==> src/rtl/inst_fetch_queue_pkg.sv <==
// Shared definitions for the instruction fetch queue: field widths, the NOP
// encoding used as filler, and the per-cycle operation encoding.
package inst_fetch_queue_pkg;

    localparam int unsigned PC_SIZE_DEFAULT = 32;
    localparam int unsigned INSTR_WIDTH     = 32;
    localparam logic [31:0] NOP_INSTR       = 32'h0000_0013;

    // What the queue does on a given edge, ignoring flush.
    typedef enum logic [1:0] {
        OP_IDLE = 2'b00,
        OP_PUSH = 2'b01,
        OP_POP  = 2'b10,
        OP_BOTH = 2'b11
    } fq_op_e;

    // Combine the qualified push and pop strobes into one operation code.
    function automatic fq_op_e decodeOp(input logic push, input logic pop);
        fq_op_e op;
        op = OP_IDLE;
        case ({pop, push})
            2'b01:   op = OP_PUSH;
            2'b10:   op = OP_POP;
            2'b11:   op = OP_BOTH;
            default: op = OP_IDLE;
        endcase
        return op;
    endfunction

endpackage

==> src/rtl/inst_fetch_queue_fq_ptr.sv <==
// Modulo-DEPTH pointer used for both the head and the tail of the fetch
// queue. Clear wins over increment so a flush always lands on entry 0.
module fq_ptr
    import inst_fetch_queue_pkg::*;
#(
    parameter int unsigned DEPTH = 4
) (
    input  logic                       clock,
    input  logic                       reset,
    input  logic                       clear_i,
    input  logic                       incr_i,
    output logic [$clog2(DEPTH)-1:0]   ptr_o
);

    localparam int unsigned         PTR_W = $clog2(DEPTH);
    localparam logic [PTR_W-1:0]    LAST  = PTR_W'(DEPTH - 1);

    logic [PTR_W-1:0] ptr_q;
    logic [PTR_W-1:0] ptr_d;

    // Next pointer value: clear, wrap from the last entry to 0, or step by one.
    always_comb begin
        ptr_d = ptr_q;
        if (clear_i) begin
            ptr_d = '0;
        end else if (incr_i) begin
            if (ptr_q == LAST) begin
                ptr_d = '0;
            end else begin
                ptr_d = ptr_q + PTR_W'(1);
            end
        end
    end

    // Pointer register, forced to 0 while reset is low.
    always_ff @(posedge clock or negedge reset) begin
        if (!reset) begin
            ptr_q <= '0;
        end else begin
            ptr_q <= ptr_d;
        end
    end

    assign ptr_o = ptr_q;

endmodule

==> src/rtl/inst_fetch_queue.sv <==
// Instruction fetch queue: buffers {PC, instruction} pairs between fetch and
// decode. Flush (redirect) empties the queue and drops the presented pair.
module inst_fetch_queue
    import inst_fetch_queue_pkg::*;
#(
    parameter int unsigned PC_SIZE = PC_SIZE_DEFAULT,
    parameter int unsigned DEPTH   = 4
) (
    input  logic                      clock,
    input  logic                      reset,
    input  logic                      flush,
    input  logic                      in_valid,
    input  logic [PC_SIZE-1:0]        in_pc,
    input  logic [31:0]               in_instr,
    output logic                      in_ready,
    output logic                      out_valid,
    output logic [PC_SIZE-1:0]        out_pc,
    output logic [31:0]               out_instr,
    input  logic                      out_ready,
    output logic [$clog2(DEPTH):0]    count
);

    localparam int unsigned        PTR_W    = $clog2(DEPTH);
    localparam int unsigned        CNT_W    = $clog2(DEPTH) + 1;
    localparam int unsigned        ENTRY_W  = PC_SIZE + INSTR_WIDTH;
    localparam logic [CNT_W-1:0]   FULL_CNT = CNT_W'(DEPTH);
    localparam logic [CNT_W-1:0]   ONE_CNT  = CNT_W'(1);

    logic [ENTRY_W-1:0] mem_q [DEPTH];
    logic [ENTRY_W-1:0] headEntry;

    logic [PTR_W-1:0]   headPtr;
    logic [PTR_W-1:0]   tailPtr;
    logic [CNT_W-1:0]   count_q;
    logic [CNT_W-1:0]   count_d;

    logic               push;
    logic               pop;
    fq_op_e             op;

    // Status depends only on the stored count, never on the handshake inputs.
    assign in_ready  = (count_q != FULL_CNT);
    assign out_valid = (count_q != '0);
    assign count     = count_q;

    // A full queue refuses new pairs even when the head leaves this cycle.
    assign push = in_valid && in_ready && !flush;
    assign pop  = out_valid && out_ready && !flush;
    assign op   = decodeOp(push, pop);

    fq_ptr #(.DEPTH(DEPTH)) u_head_ptr (
        .clock   (clock),
        .reset   (reset),
        .clear_i (flush),
        .incr_i  (pop),
        .ptr_o   (headPtr)
    );

    fq_ptr #(.DEPTH(DEPTH)) u_tail_ptr (
        .clock   (clock),
        .reset   (reset),
        .clear_i (flush),
        .incr_i  (push),
        .ptr_o   (tailPtr)
    );

    // Occupancy update: flush empties, push/pop step, push+pop holds steady.
    always_comb begin
        count_d = count_q;
        if (flush) begin
            count_d = '0;
        end else begin
            case (op)
                OP_PUSH: count_d = count_q + ONE_CNT;
                OP_POP:  count_d = count_q - ONE_CNT;
                default: count_d = count_q;
            endcase
        end
    end

    // Occupancy register, emptied asynchronously by reset.
    always_ff @(posedge clock or negedge reset) begin
        if (!reset) begin
            count_q <= '0;
        end else begin
            count_q <= count_d;
        end
    end

    // Entry storage is not reset; stale contents are hidden by out_valid.
    always_ff @(posedge clock) begin
        if (push) begin
            mem_q[tailPtr] <= {in_pc, in_instr};
        end
    end

    // Present the head entry, zeroed when the queue holds nothing.
    always_comb begin
        headEntry = mem_q[headPtr];
        out_pc    = '0;
        out_instr = '0;
        if (out_valid) begin
            out_pc    = headEntry[INSTR_WIDTH +: PC_SIZE];
            out_instr = headEntry[INSTR_WIDTH-1:0];
        end
    end

endmodule

==> config.mk <==
export PLATFORM = sky130hd
export DESIGN_NAME = inst_fetch_queue
export DESIGN_NICKNAME = d
export VERILOG_FILES = /design/src/rtl/inst_fetch_queue_pkg.sv /design/src/rtl/inst_fetch_queue_fq_ptr.sv /design/src/rtl/inst_fetch_queue.sv
export SDC_FILE = /design/constraint.sdc
export NUM_CORES = 1
export LEC_CHECK = 0
export BUFFER_PORTS_ARGS = -buffer_cell sky130_fd_sc_hd__buf_2
export CAP_MARGIN = 30
export CORE_MARGIN = 8
export CORE_UTILIZATION = 57
export DETAILED_ROUTE_END_ITERATION = 16
export HOLD_SLACK_MARGIN = 0.06
export PLACE_DENSITY_LB_ADDON = 0.15
export SETUP_SLACK_MARGIN = 0.3
export SLEW_MARGIN = 20
export SYNTH_ARGS = -nofsm -noshare
export SYNTH_HDL_FRONTEND = slang
export SYNTH_SLANG_ARGS = --single-unit
==> constraint.sdc <==
create_clock -name clock -period 3.5 [get_ports clock]
set_input_delay 0.35 -clock clock [delete_from_list [all_inputs] [get_ports clock]]
set_output_delay 0.35 -clock clock [all_outputs]
set_load 0.01 [all_outputs]
# == After elaboration in Yosys (flattened, before gate mapping) ==
# Memories as Yosys holds them, arrays and structs flattened.
# Index checks and enable logic that the tools add are counted.
# totals
register_bits,7
latch_bits,0
ramBits,256
rom_bits,0
in_bits,69
output_inout_bits,69
wordCells,38
memories,1
# op_classes
n_addsub,4
n_mul,0
n_div,0
order_cmp,0
eq_ne,8
shifts,0
muxes,13
bitwise_logic,0
reduce_logical,9
# mem_list
name,words,word_bits,read_ports,rd_ports_with_merged_regs,wr,line_no,text
mem_q,4,64,1,0,1,inst_fetch_queue.sv:29,logic [ENTRY_W-1:0] mem_q [DEPTH];
# op_table
cell,n
two-way mux 32 bit,2
two-way mux 2 bit,6
"equality test 2 bit, second input constant",5
case mux 2 bit (3 select lines),1
case mux 3 bit (2 select lines),1
nonzero test 3 bit,2
"adder 2 x 1 -> 2 bit, second input constant",2
"equality test 2 x 1 -> 1 bit, second input constant",2
logical AND 1 bit,4
nonzero test 2 bit,2
"adder 3 x 1 -> 3 bit, second input constant",1
two-way mux 3 bit,1
"inequality test 3 bit, second input constant",1
"subtractor 3 x 1 -> 3 bit, second input constant",1
two-way mux 1 bit,2
zero test 1 bit,1

# == Logic depth before layout (Yosys ltp) ==
# Gate-level depths: netlist (run 1).
# depth
word_depth,8
mapped_depth,9
mapped_depth_nobuf,8

# == Modules after synthesis ==
# Synthesis (run 1) repeated with hierarchy kept, for this count alone.
# hier_totals
cells_unflattened,453
hier_area_um2,10124.7
# by_module_without_submodules
mod,instances,cells_each,area_per_inst_um2,seq_area_each_um2
inst_fetch_queue,1,437,9924.5,7762.4
fq_ptr,2,8,100.1,50.0

# == Worst setup path before layout (run 1) ==
# No wires, ideal clock.
# synth_path
kind,reg-to-reg
from,register count_q[0] (netlist: count[0])
to,memory mem_q[0][0] in the netlist's numbering (enable)
setup_ns,0.429
arrival_time_ns,2.609
required_time_ns,3.071
path_slack_ns,0.462
stages_incl_launch_ff,6
path_buffers,1
period_less_slack_ns,3.038
cell_sequence,dfrtp_1 > buf_2 > or3b_1 > nand2_1 > nor2_1 > and2_1
# synth_between
elab_chain_len,5
# synth_rtl
item,line_no,text
start: declaration,inst_fetch_queue.sv:34,logic [CNT_W-1:0] count_q;
start signal: assignment,inst_fetch_queue.sv:86,count_q <= count_d;
inequality test 3 bit,inst_fetch_queue.sv:42,assign in_ready = (count_q != FULL_CNT);
via in_ready,inst_fetch_queue.sv:15,"output logic in_ready,"
logical AND 1 bit (2 in series),inst_fetch_queue.sv:47,assign push = in_valid && in_ready && !flush;
two-way mux 1 bit,inst_fetch_queue.sv:92,if (push) begin
two-way mux 1 bit (not written as such),inst_fetch_queue.sv:93,"mem_q[tailPtr] <= {in_pc, in_instr};"
end: declaration,inst_fetch_queue.sv:29,
# The timed path passes the listed nets, and every way through them passes these cells.

# == Worst setup path after layout (run 1) ==
# layout_path
from,register u_head_ptr.ptr_q[0] (netlist: u_head_ptr.ptr_o[0])
to,output out_pc[3]
# layout_between
elab_chain_len,2
# layout_rtl
item,line_no,text
start: declaration,inst_fetch_queue_fq_ptr.sv:18,logic [PTR_W-1:0] ptr_q;
start signal: assignment,inst_fetch_queue_fq_ptr.sv:40,ptr_q <= ptr_d;
memory read (4 x 64 bit),n/a,
two-way mux 32 bit,inst_fetch_queue.sv:102,if (out_valid) begin
end: declaration,inst_fetch_queue.sv:17,"output logic [PC_SIZE-1:0] out_pc,"
# No other way between the ends.

==> results of run 1 <==
routing by layer:
layer  global-route usage [%]  up-vias
met5                        0        -
met4                     4.85        0
met3                     4.29       27
met2                     32.5      151
met1                     22.0     2675
li1                         -     2332
cells in the mapped netlist:
cell type,count
fa_1,1
nor3_1,2
nand2_1,8
mux2_2,1
mux4_2,64
o2bb2ai_1,1
nand2b_1,2
clkbuf_1,9
dfrtp_1,7
o311a_1,1
nand3_1,4
buf_2,8
inv_1,3
and2_1,68
or3_4,1
or3_1,3
a21oi_1,7
buf_4,2
ha_1,5
nor2_1,5
xnor2_1,1
buf_6,6
edfxtp_1,256
nor3b_1,1
o21ai_0,4
a32oi_1,1
or3b_1,1
report_power, final:
group / switching [mW] / internal (mW)
registers: 0.0472 / 3.55
logic: 0.385 / 0.383
clock network: 1.07 / 1.38
total: 1.50 / 5.32
path summary, 6_finish.rpt:
path	from	end	slack [ns]	cells after the start
max	u_head_ptr.ptr_o[0]	out_pc[3]	0.73	4
min	in_instr[17]	mem_q[0][17]	0.09	1
max reg2reg	count[0]	count[1]	0.95	7
min reg2reg	u_tail_ptr.ptr_o[1]	u_tail_ptr.ptr_o[1]	0.60	2
max in group asynchronous	reset	u_head_ptr.ptr_o[0]	3.09	2
min in group asynchronous	reset	u_head_ptr.ptr_o[1]	0.22	2
logic make-up after synthesis:
group / synth area share (%)
AOI/OAI and AO/OA: 0.808
xor gates and xnor gates: 0.0857
adders and majority gates: 0.808
buffers and inverters: 1.64
DFF: 76.9
muxes: 14.2
and+or+nand+nor: 5.51
registers in the layout, indices dropped and copies added, names as in the netlist:
| name | flops |
|---|---|
| u_tail_ptr.ptr_o | 2 |
| count | 3 |
| mem_q | 256 |
| u_head_ptr.ptr_o | 2 |
layout make-up:
type,instances,area share [%]
multi-input cells,181,17.5
clock inverters,14,0.477
clock buffers,29,5.43
diodes,1,0.0199
inverters,3,0.0895
repair buffers,209,11.7
well taps,229,2.28
flip-flops and latches,263,62.5
timing repair:
action / in CTS / in global routing
setup endpoints to repair: 0 / 8
endpoints found under the hold margin: 255 / 3
setup buffers: 0 / 1
hold buffers: 63 / 1
critical path, delay by kind of cell, from the launching register on:
kind,cells,cell delay [ns]
flops,1,0.74
mux,1,0.52
buf+inv,2,0.45
simple gates,1,0.18
==> results.py, run 1 <==
metrics = {
    "sta": {
        "maxSlewHeadroom_pct": 54.1,
        "post-route-period-util_pct": 79.3,
        "setup_slack_ns": 0.726,
        "period_minus_slack_ns": 2.77,
        "fin_skew_ns": 0.0126,
        "rsz0062_at_grt": "false",
        "setup_viol": 0,
        "hold_viol": 0,
        "hold_slack_ns": 0.0861,
        "max_freq_ghz": 0.360,
        "tns_ns": 0,
        "worstMarginPinSlew_ns": 0.688,
        "drv_slew": 0,
    },
    "setup_path": {
        "crit_chain": "buf_4 > mux4_2 > and2_1 > buf_2",
        "critPathMaxFanout": 22,
        "start_kind": "register",
        "max_stage_delay_ns": 0.74,
        "cp.required_ns": 3.15,
        "critPathKind": "register to primary output",
        "slowest_stage": "dfrtp_4",
        "end_kind": "primary output",
        "worstPathArrival_ns": 2.42,
    },
    "grt": {
        "grt_usage_pct": 18.3,
        "grt_pass1_wl_mm": 31.5,
        "grt_pass1_vias": 5781,
        "grt_overflow": 0,
        "grt_max_degree": 68,
        "antenna_found_initial": 0,
    },
    "drt": {
        "routedWlPerCell_um": 22.0,
        "drt_iter0_markers": 261,
        "drc": 0,
        "antenna_left": 0,
        "viasPerCell": 5.58,
        "wl_met1_mm": 8.17,
        "wirelength_mm": 20.4,
        "wl_met2_mm": 10.6,
        "dr_wl_met3_mm": 1.27,
        "vias": 5185,
        "top_layer": "met4",
        "dr.pass1.iters": 4,
    },
    "clocking": {
        "cts_tree": "done",
        "clock_latency_ns": 0.51,
        "clk_pin_slew_ns": 0.06,
        "cts.sinks": 263,
        "cts_resized": 0,
        "clock_tree.root_cell": "clkbuf_16",
        "cts_buffers": 26,
        "clock_path_buffers": 3,
        "htree_levels": 1,
    },
    "synthesis": {
        "synth_warnings": 0,
        "ys_seq_area_share_pct": 76.9,
        "syn_area_per_cell_um2": 21.7,
        "yosysUniqueCellTypes": 27,
        "postSynthCellCount": 472,
        "synth_area_leaders": "edfxtp_1 75%, mux4_2 14%, and2_1 4.2%",
        "ys_seq_elements": 263,
        "synth_area_leader_cell": "edfxtp_1",
        "synth_top_area_share_pct": 75.2,
        "syn-num-nets": 547,
        "syn_area_um2": 10200,
    },
    "place": {
        "port_buffers": 137,
        "dpl-instance-area_um2": 11200,
        "placedCellCount": 820,
        "pre_cts_slack_ns": 0.887,
        "routabilityCongestion": 0.746,
        "dpl.hpwl_mm": 11.6,
    },
    "finish": {
        "final_util_pct": 70.8,
        "nets": 759,
        "multi_input_area_um2": 2200,
        "drive_gt1_share_pct": 35.8,
        "n_fill_cell": 1120,
        "final_cells": 929,
        "syn2layout_area_growth_pct": 23.2,
        "final_common_cell": "edfxtp_1",
        "regArea_um2": 7870,
        "final_cell_mix": "256 x edfxtp_1, 137 x buf_2, 64 x mux4_2, 64 x and2_1, 64 x dlygate4sd3_1",
        "fin_area_um2": 12600,
    },
    "pwr": {
        "vdd_drop_max_v": 0.000602,
        "power_leakage_nw": 4.39,
        "finalPower_mw": 6.82,
        "p_per_area_nw_per_um2": 542,
    },
    "die": {
        "die-area_um2": 22500,
        "fp-row-count": 49,
        "die_height_um": 150,
        "core_area_um2": 17800,
        "pin_count": 138,
        "start_util_pct": 57.5,
        "die_w_um": 150,
    },
    "run_status": {
        "outcome": "finished, final reports clean",
    },
    "run": {
        "max_cap_viol_count": 0,
    },
    "hold_path": {
        "hold_path.class": "input pin to register",
    },
}
(Power assumes the default switching activity.)
==> run 2: changes to the inputs <==
==> constraint.sdc (replaced) <==
create_clock -name clock -period 2.68 [get_ports clock]
set_input_delay 0.268 -clock clock [delete_from_list [all_inputs] [get_ports clock]]
set_output_delay 0.268 -clock clock [all_outputs]
set_load 0.01 [all_outputs]
==> run 2 against run 1 <==
  * Worst hold slack improved by 0.032 ns
  * Global-route usage decreased by 0.75 points
  * Total power increased by 34%
  * Clock power increased by 31%
  * Via count increased by 2.6%
  * Clock skew decreased by 0.0067 ns
  * Sequential power increased by 30%
  * Non-clock buffer count increased by 26
  * Wire length increased by 0.37%
  * Critical path type unchanged
  * Largest power group unchanged
  * Highest routed layer unchanged
==> results.py, run 2 (same netlist as run 1, synthesis figures left out) <==
metrics = {
    "pwr": {
        "power_frac_seq_pct": 51.2,
        "p_per_area_nw_per_um2": 695,
        "p_int_mw": 7.14,
        "clkPwrFrac_pct": 35.1,
        "finalPower_mw": 9.14,
        "power.switching_mw": 2.00,
        "vdd_drop_max_v": 0.000594,
        "p_comb_share_pct": 13.7,
        "power_leakage_nw": 4.63,
        "switching_share_pct": 21.9,
    },
    "grt": {
        "grt_max_degree": 67,
        "grt_overflow": 0,
        "grt_usage_pct": 17.5,
        "grt_pass1_vias": 5810,
        "met1_usage_pct": 20.6,
        "use_met2_pct": 31.7,
        "grt_pass1_wl_mm": 30.3,
        "antenna_found_initial": 1,
        "top_usage_layer": "met2",
        "met3_usage_pct": 3.21,
    },
    "setup_path": {
        "cp.required_ns": 2.41,
        "start_kind": "register",
        "worstPathArrival_ns": 2.11,
        "ff2ff_setup_slack_ns": 0.43,
        "critPathMaxFanout": 8,
        "r2r_cells": 7,
        "critPathKind": "register to primary output",
        "end_kind": "primary output",
        "worst_r2r_endpoint": "count[1]",
        "crit_path_start": "u_head_ptr.ptr_o[0]",
        "slowest_stage": "mux4_2",
        "regToRegStartpoint": "count[0]",
        "max_stage_delay_ns": 0.52,
        "endpoint": "out_instr[18]",
        "crit_chain": "buf_12 > clkbuf_16 > mux4_2 > and2_1 > buf_2",
    },
    "place": {
        "placedCellCount": 829,
        "port_buffers": 137,
        "dpl.hpwl_mm": 11.4,
        "routabilityCongestion": 0.829,
    },
    "clocking": {
        "cts_tree": "done",
        "clock_latency_ns": 0.51,
        "clock_tree.root_cell": "clkbuf_16",
        "cts.sinks": 263,
        "clk_pin_slew_ns": 0.06,
        "cts_buffers": 26,
        "htree_levels": 1,
        "clock_path_buffers": 3,
    },
    "sta": {
        "hold_viol": 0,
        "tns_ns": 0,
        "period_minus_slack_ns": 2.38,
        "drv_slew": 0,
        "max_freq_ghz": 0.421,
        "rsz0062_at_grt": "true",
        "worstMarginPinSlew_ns": 0.441,
        "hold_slack_ns": 0.118,
        "maxSlewHeadroom_pct": 70.6,
        "setup_viol": 0,
        "fin_skew_ns": 0.00588,
        "post-route-period-util_pct": 88.6,
    },
    "die": {
        "die_height_um": 150,
        "die-area_um2": 22500,
        "core_area_um2": 17800,
        "pin_count": 138,
        "start_util_pct": 57.5,
        "fp-row-count": 49,
        "die_w_um": 150,
    },
    "drt": {
        "dr.pass1.iters": 4,
        "antenna_left": 0,
        "drc": 0,
        "wirelength_mm": 20.5,
        "viasPerCell": 5.56,
        "vias": 5321,
        "drt_iter0_markers": 309,
        "routedWlPerCell_um": 21.4,
    },
    "finish": {
        "top_register": "mem_q",
        "syn2layout_area_growth_pct": 28.8,
        "final_cell_mix": "256 x edfxtp_1, 119 x buf_2, 66 x dlygate4sd3_1",
        "final_cells": 957,
        "final_common_cell": "edfxtp_1",
        "nets": 785,
        "largest_reg_flops": 256,
        "drive_gt1_share_pct": 41.4,
    },
    "hold_path": {
        "hold_path.class": "input pin to register",
    },
    "run_status": {
        "outcome": "finished, final reports clean",
    },
    "run": {
        "max_cap_viol_count": 0,
    },
}
==> run 2: cell count changes in the layout (fill, tap and decap cells not counted), sizes merged <==
cell	previous run	this run
buf	145	164
clkbuf	29	35
clkinv	14	13
clkinvlp	0	2
dlygate4sd3	64	66
==> run 2: power groups by stage <==
| stage | Clock, mW | Combinational, mW | Sequential, mW |
|---|---|---|---|
| after detailed placement | 0 | 0.971 | 4.76 |
| after global routing | 3.41 | 1.36 | 4.69 |
| final | 3.21 | 1.26 | 4.68 |
| after global placement | 0 | 0.953 | 4.76 |
| after CTS | 3.28 | 1.06 | 4.68 |
| after floorplan | 0 | 0.600 | 4.75 |
==> run 2: cell type report <==
| cell class | instances | area [µm²] |
|---|---|---|
| tap | 229 | 287 |
| inverter | 3 | 11.3 |
| multi-input combinational | 181 | 2260 |
| sequential | 263 | 7870 |
| clock inverter | 15 | 73.8 |
| fill | 1069 | 4620 |
| antenna | 1 | 2.50 |
| timing repair buffer | 235 | 1970 |
| clock buffer | 30 | 687 |
==> run 2: stage by stage <==
stage	worst slack [ns]	area, µm²	util [%]
finish	0.304	13200	74.0
global route	0.225	13200	74.0
CTS	0.220	12700	71.5
detailed placement	0.431	11300	63.4
global placement	0.476	11300	63.4
floorplan	0.342	10200	-
==> run 2: layer usage <==
metal	vias up	part of all wire, %
met5	-	0
met4	0	2.3
met3	36	5.8
met2	161	53
met1	2729	39
li1	2395	-
==> run 2: worst max-delay path: cells and delay by family (launching register included) <==
| kind | cells | cell delay (ns) |
|---|---|---|
| buffers and inverters | 3 | 0.44 |
| DFF | 1 | 0.46 |
| muxes | 1 | 0.52 |
| and+or+nand+nor | 1 | 0.17 |
==> run 2: worst min path at each step <==
stage | startpoint | end | depth (start not counted)
6_report | in_valid | u_tail_ptr.ptr_o[1] | 3
3_5_place_dp | reset | count[1] | 1
3_3_place_gp | reset | count[2] | 1
5_1_grt | out_ready | u_head_ptr.ptr_o[1] | 3
4_1_cts | in_valid | u_tail_ptr.ptr_o[1] | 3
2_1_floorplan | reset | count[0] | 0
==> run 2: timing repair <==
action,4_1_cts,5_1_grt
cloned,0,8
gates resized for setup,2,58
hold buffers,66,0
setup buffers,0,8
pin swaps,0,0
endpoints found under the hold margin,270,0
endpoints found under the setup margin,64,65
==> run 3: changes to the inputs <==
--- a/config.mk
+++ b/config.mk
@@ -7,7 +7,7 @@
 export LEC_CHECK = 0
 export BUFFER_PORTS_ARGS = -buffer_cell sky130_fd_sc_hd__buf_2
 export CAP_MARGIN = 30
-export CORE_MARGIN = 8
+export CORE_MARGIN = 2
 export CORE_UTILIZATION = 57
 export DETAILED_ROUTE_END_ITERATION = 16
 export HOLD_SLACK_MARGIN = 0.06
==> run 3 against run 2 <==
  * Final cell count fell by 0.73%
  * Setup slack worse by 0.00065 ns
  * Clock power grew 10%
  * Critical path type unchanged
  * Core utilization rose by 2.2 points
  * Total power grew 3.7%
  * Highest routed layer unchanged
  * Clock-buffer cell count rose by 3
  * Critical path depth is the same
==> results.py, run 3 (same netlist as run 1, synthesis figures left out) <==
metrics = {
    "place": {
        "dpl-instance-area_um2": 11300,
        "dpl.hpwl_mm": 11.0,
        "port_buffers": 137,
        "routabilityCongestion": 0.888,
        "pre_cts_slack_ns": 0.402,
    },
    "setup_path": {
        "end_kind": "primary output",
        "worstPathArrival_ns": 2.11,
        "r2r_cells": 7,
        "start_kind": "register",
        "ff2ff_setup_slack_ns": 0.42,
        "critPathKind": "register to primary output",
        "cp.required_ns": 2.41,
        "regToRegStartpoint": "count[1]",
        "crit_path_start": "u_head_ptr.ptr_o[0]",
        "endpoint": "out_pc[4]",
        "worst_r2r_endpoint": "count[1]",
        "critPathMaxFanout": 5,
    },
    "clocking": {
        "clk_pin_slew_ns": 0.06,
        "cts_buffers": 26,
        "clock_tree.root_cell": "clkbuf_16",
        "clock_latency_ns": 0.51,
        "cts_tree": "done",
        "cts.sinks": 263,
        "clock_path_buffers": 3,
        "htree_levels": 1,
    },
    "finish": {
        "fin_area_um2": 13300,
        "nets": 780,
        "multi_input_area_um2": 2260,
        "top_register": "mem_q",
        "final_common_cell": "edfxtp_1",
        "largest_reg_flops": 256,
        "regArea_um2": 7870,
        "n_fill_cell": 1021,
        "syn2layout_area_growth_pct": 29.8,
        "final_cell_mix": "256 x edfxtp_1, 116 x buf_2, 66 x dlygate4sd3_1",
        "drive_gt1_share_pct": 40.6,
    },
    "drt": {
        "vias": 5319,
        "wirelength_mm": 20.4,
        "viasPerCell": 5.60,
        "routedWlPerCell_um": 21.4,
        "drt_iter0_markers": 248,
        "drc": 0,
        "antenna_left": 0,
        "dr.pass1.iters": 4,
    },
    "die": {
        "die_height_um": 138,
        "start_util_pct": 58.7,
        "die_w_um": 138,
        "pin_count": 138,
        "die-area_um2": 19000,
        "fp-row-count": 48,
        "core_area_um2": 17400,
    },
    "sta": {
        "tns_ns": 0,
        "post-route-period-util_pct": 88.7,
        "max_freq_ghz": 0.421,
        "fin_skew_ns": 0.00852,
        "hold_slack_ns": 0.115,
        "worstMarginPinSlew_ns": 0.481,
        "period_minus_slack_ns": 2.38,
        "rsz0062_at_grt": "true",
        "setup_slack_ns": 0.304,
        "maxSlewHeadroom_pct": 67.9,
        "setup_viol": 0,
        "hold_viol": 0,
        "drv_slew": 0,
    },
    "pwr": {
        "power_leakage_nw": 4.66,
        "vdd_drop_max_v": 0.000605,
        "finalPower_mw": 9.48,
        "p_per_area_nw_per_um2": 715,
    },
    "grt": {
        "grt_usage_pct": 20.4,
        "antenna_found_initial": 1,
        "grt_overflow": 0,
        "grt_max_degree": 67,
        "grt_pass1_vias": 5651,
        "grt_pass1_wl_mm": 29.1,
    },
    "run_status": {
        "outcome": "finished, final reports clean",
    },
    "hold_path": {
        "hold_path.class": "input pin to register",
    },
    "run": {
        "max_cap_viol_count": 0,
    },
}
-- run 3: cell types whose count changed in the layout (fill, tap and decap cells not counted), moves of 3 or more --
| cell | change |
|---|---|
| buf_4 | -9 |
| buf_12 | +3 |
| buf_2 | -3 |
| bufinv_16 | +3 |
| clkbuf_1 | +3 |
-- run 3: through the flow --
stage          std cells  utilization (%)
2_1_floorplan        472                -
3_3_place_gp         823             64.8
3_5_place_dp         823             64.8
4_1_cts              937             73.6
5_1_grt              950             76.2
6_report             950             76.2
-- run 3: timing repair --
action,CTS,global route
resized for setup,2,56
hold buffers,66,0
setup endpoints to repair,64,55
endpoints found under the hold margin,270,0
cloned,0,9
buffers inserted,1,3
-- run 3: per-layer routing --
| metal | vias up | wire length [µm] | GRT usage, % |
|---|---|---|---|
| met2 | 166 | 10800 | 37.2 |
| met5 | - | 0 | 0 |
| met4 | 0 | 458 | 6.52 |
| met3 | 42 | 1100 | 3.51 |
| li1 | 2379 | - | - |
| met1 | 2732 | 7970 | 25.1 |
-- run 3: power by group --
group	internal, mW	leakage, nW	switching, mW
logic	0.700	1.84	0.578
registers	4.64	2.41	0.0405
clock network	2.12	0.407	1.41
-- run 3: worst max-delay path, cell delays in order (launching register included) --
cell and delay, ns:
dfrtp_4 0.46, buf_8 0.15, buf_12 0.14, mux4_2 0.52, and2_4 0.18, buf_2 0.13
-- run 3: worst min path at each step --
stage,start,endpoint,slack (ns),depth (start not counted)
final,in_valid,u_tail_ptr.ptr_o[1],0.12,3
after global routing,in_valid,u_tail_ptr.ptr_o[1],0.1,3
after CTS,in_valid,u_tail_ptr.ptr_o[1],0.08,3
after detailed placement,reset,count[2],0.11,1
after global placement,reset,count[2],0.12,1
after floorplan,reset,count[0],-0.03,0
-- run 3: cell type report --
| class | count | area share [%] |
|---|---|---|
| Sequential cell | 263 | 59.3 |
| Multi-Input combinational cell | 181 | 17.0 |
| Timing Repair Buffer | 230 | 15.1 |
| Clock buffer | 33 | 5.26 |
| Tap cell | 225 | 2.12 |
| Clock inverter | 14 | 1.05 |
| Inverter | 3 | 0.0849 |
| Antenna cell | 1 | 0.0189 |
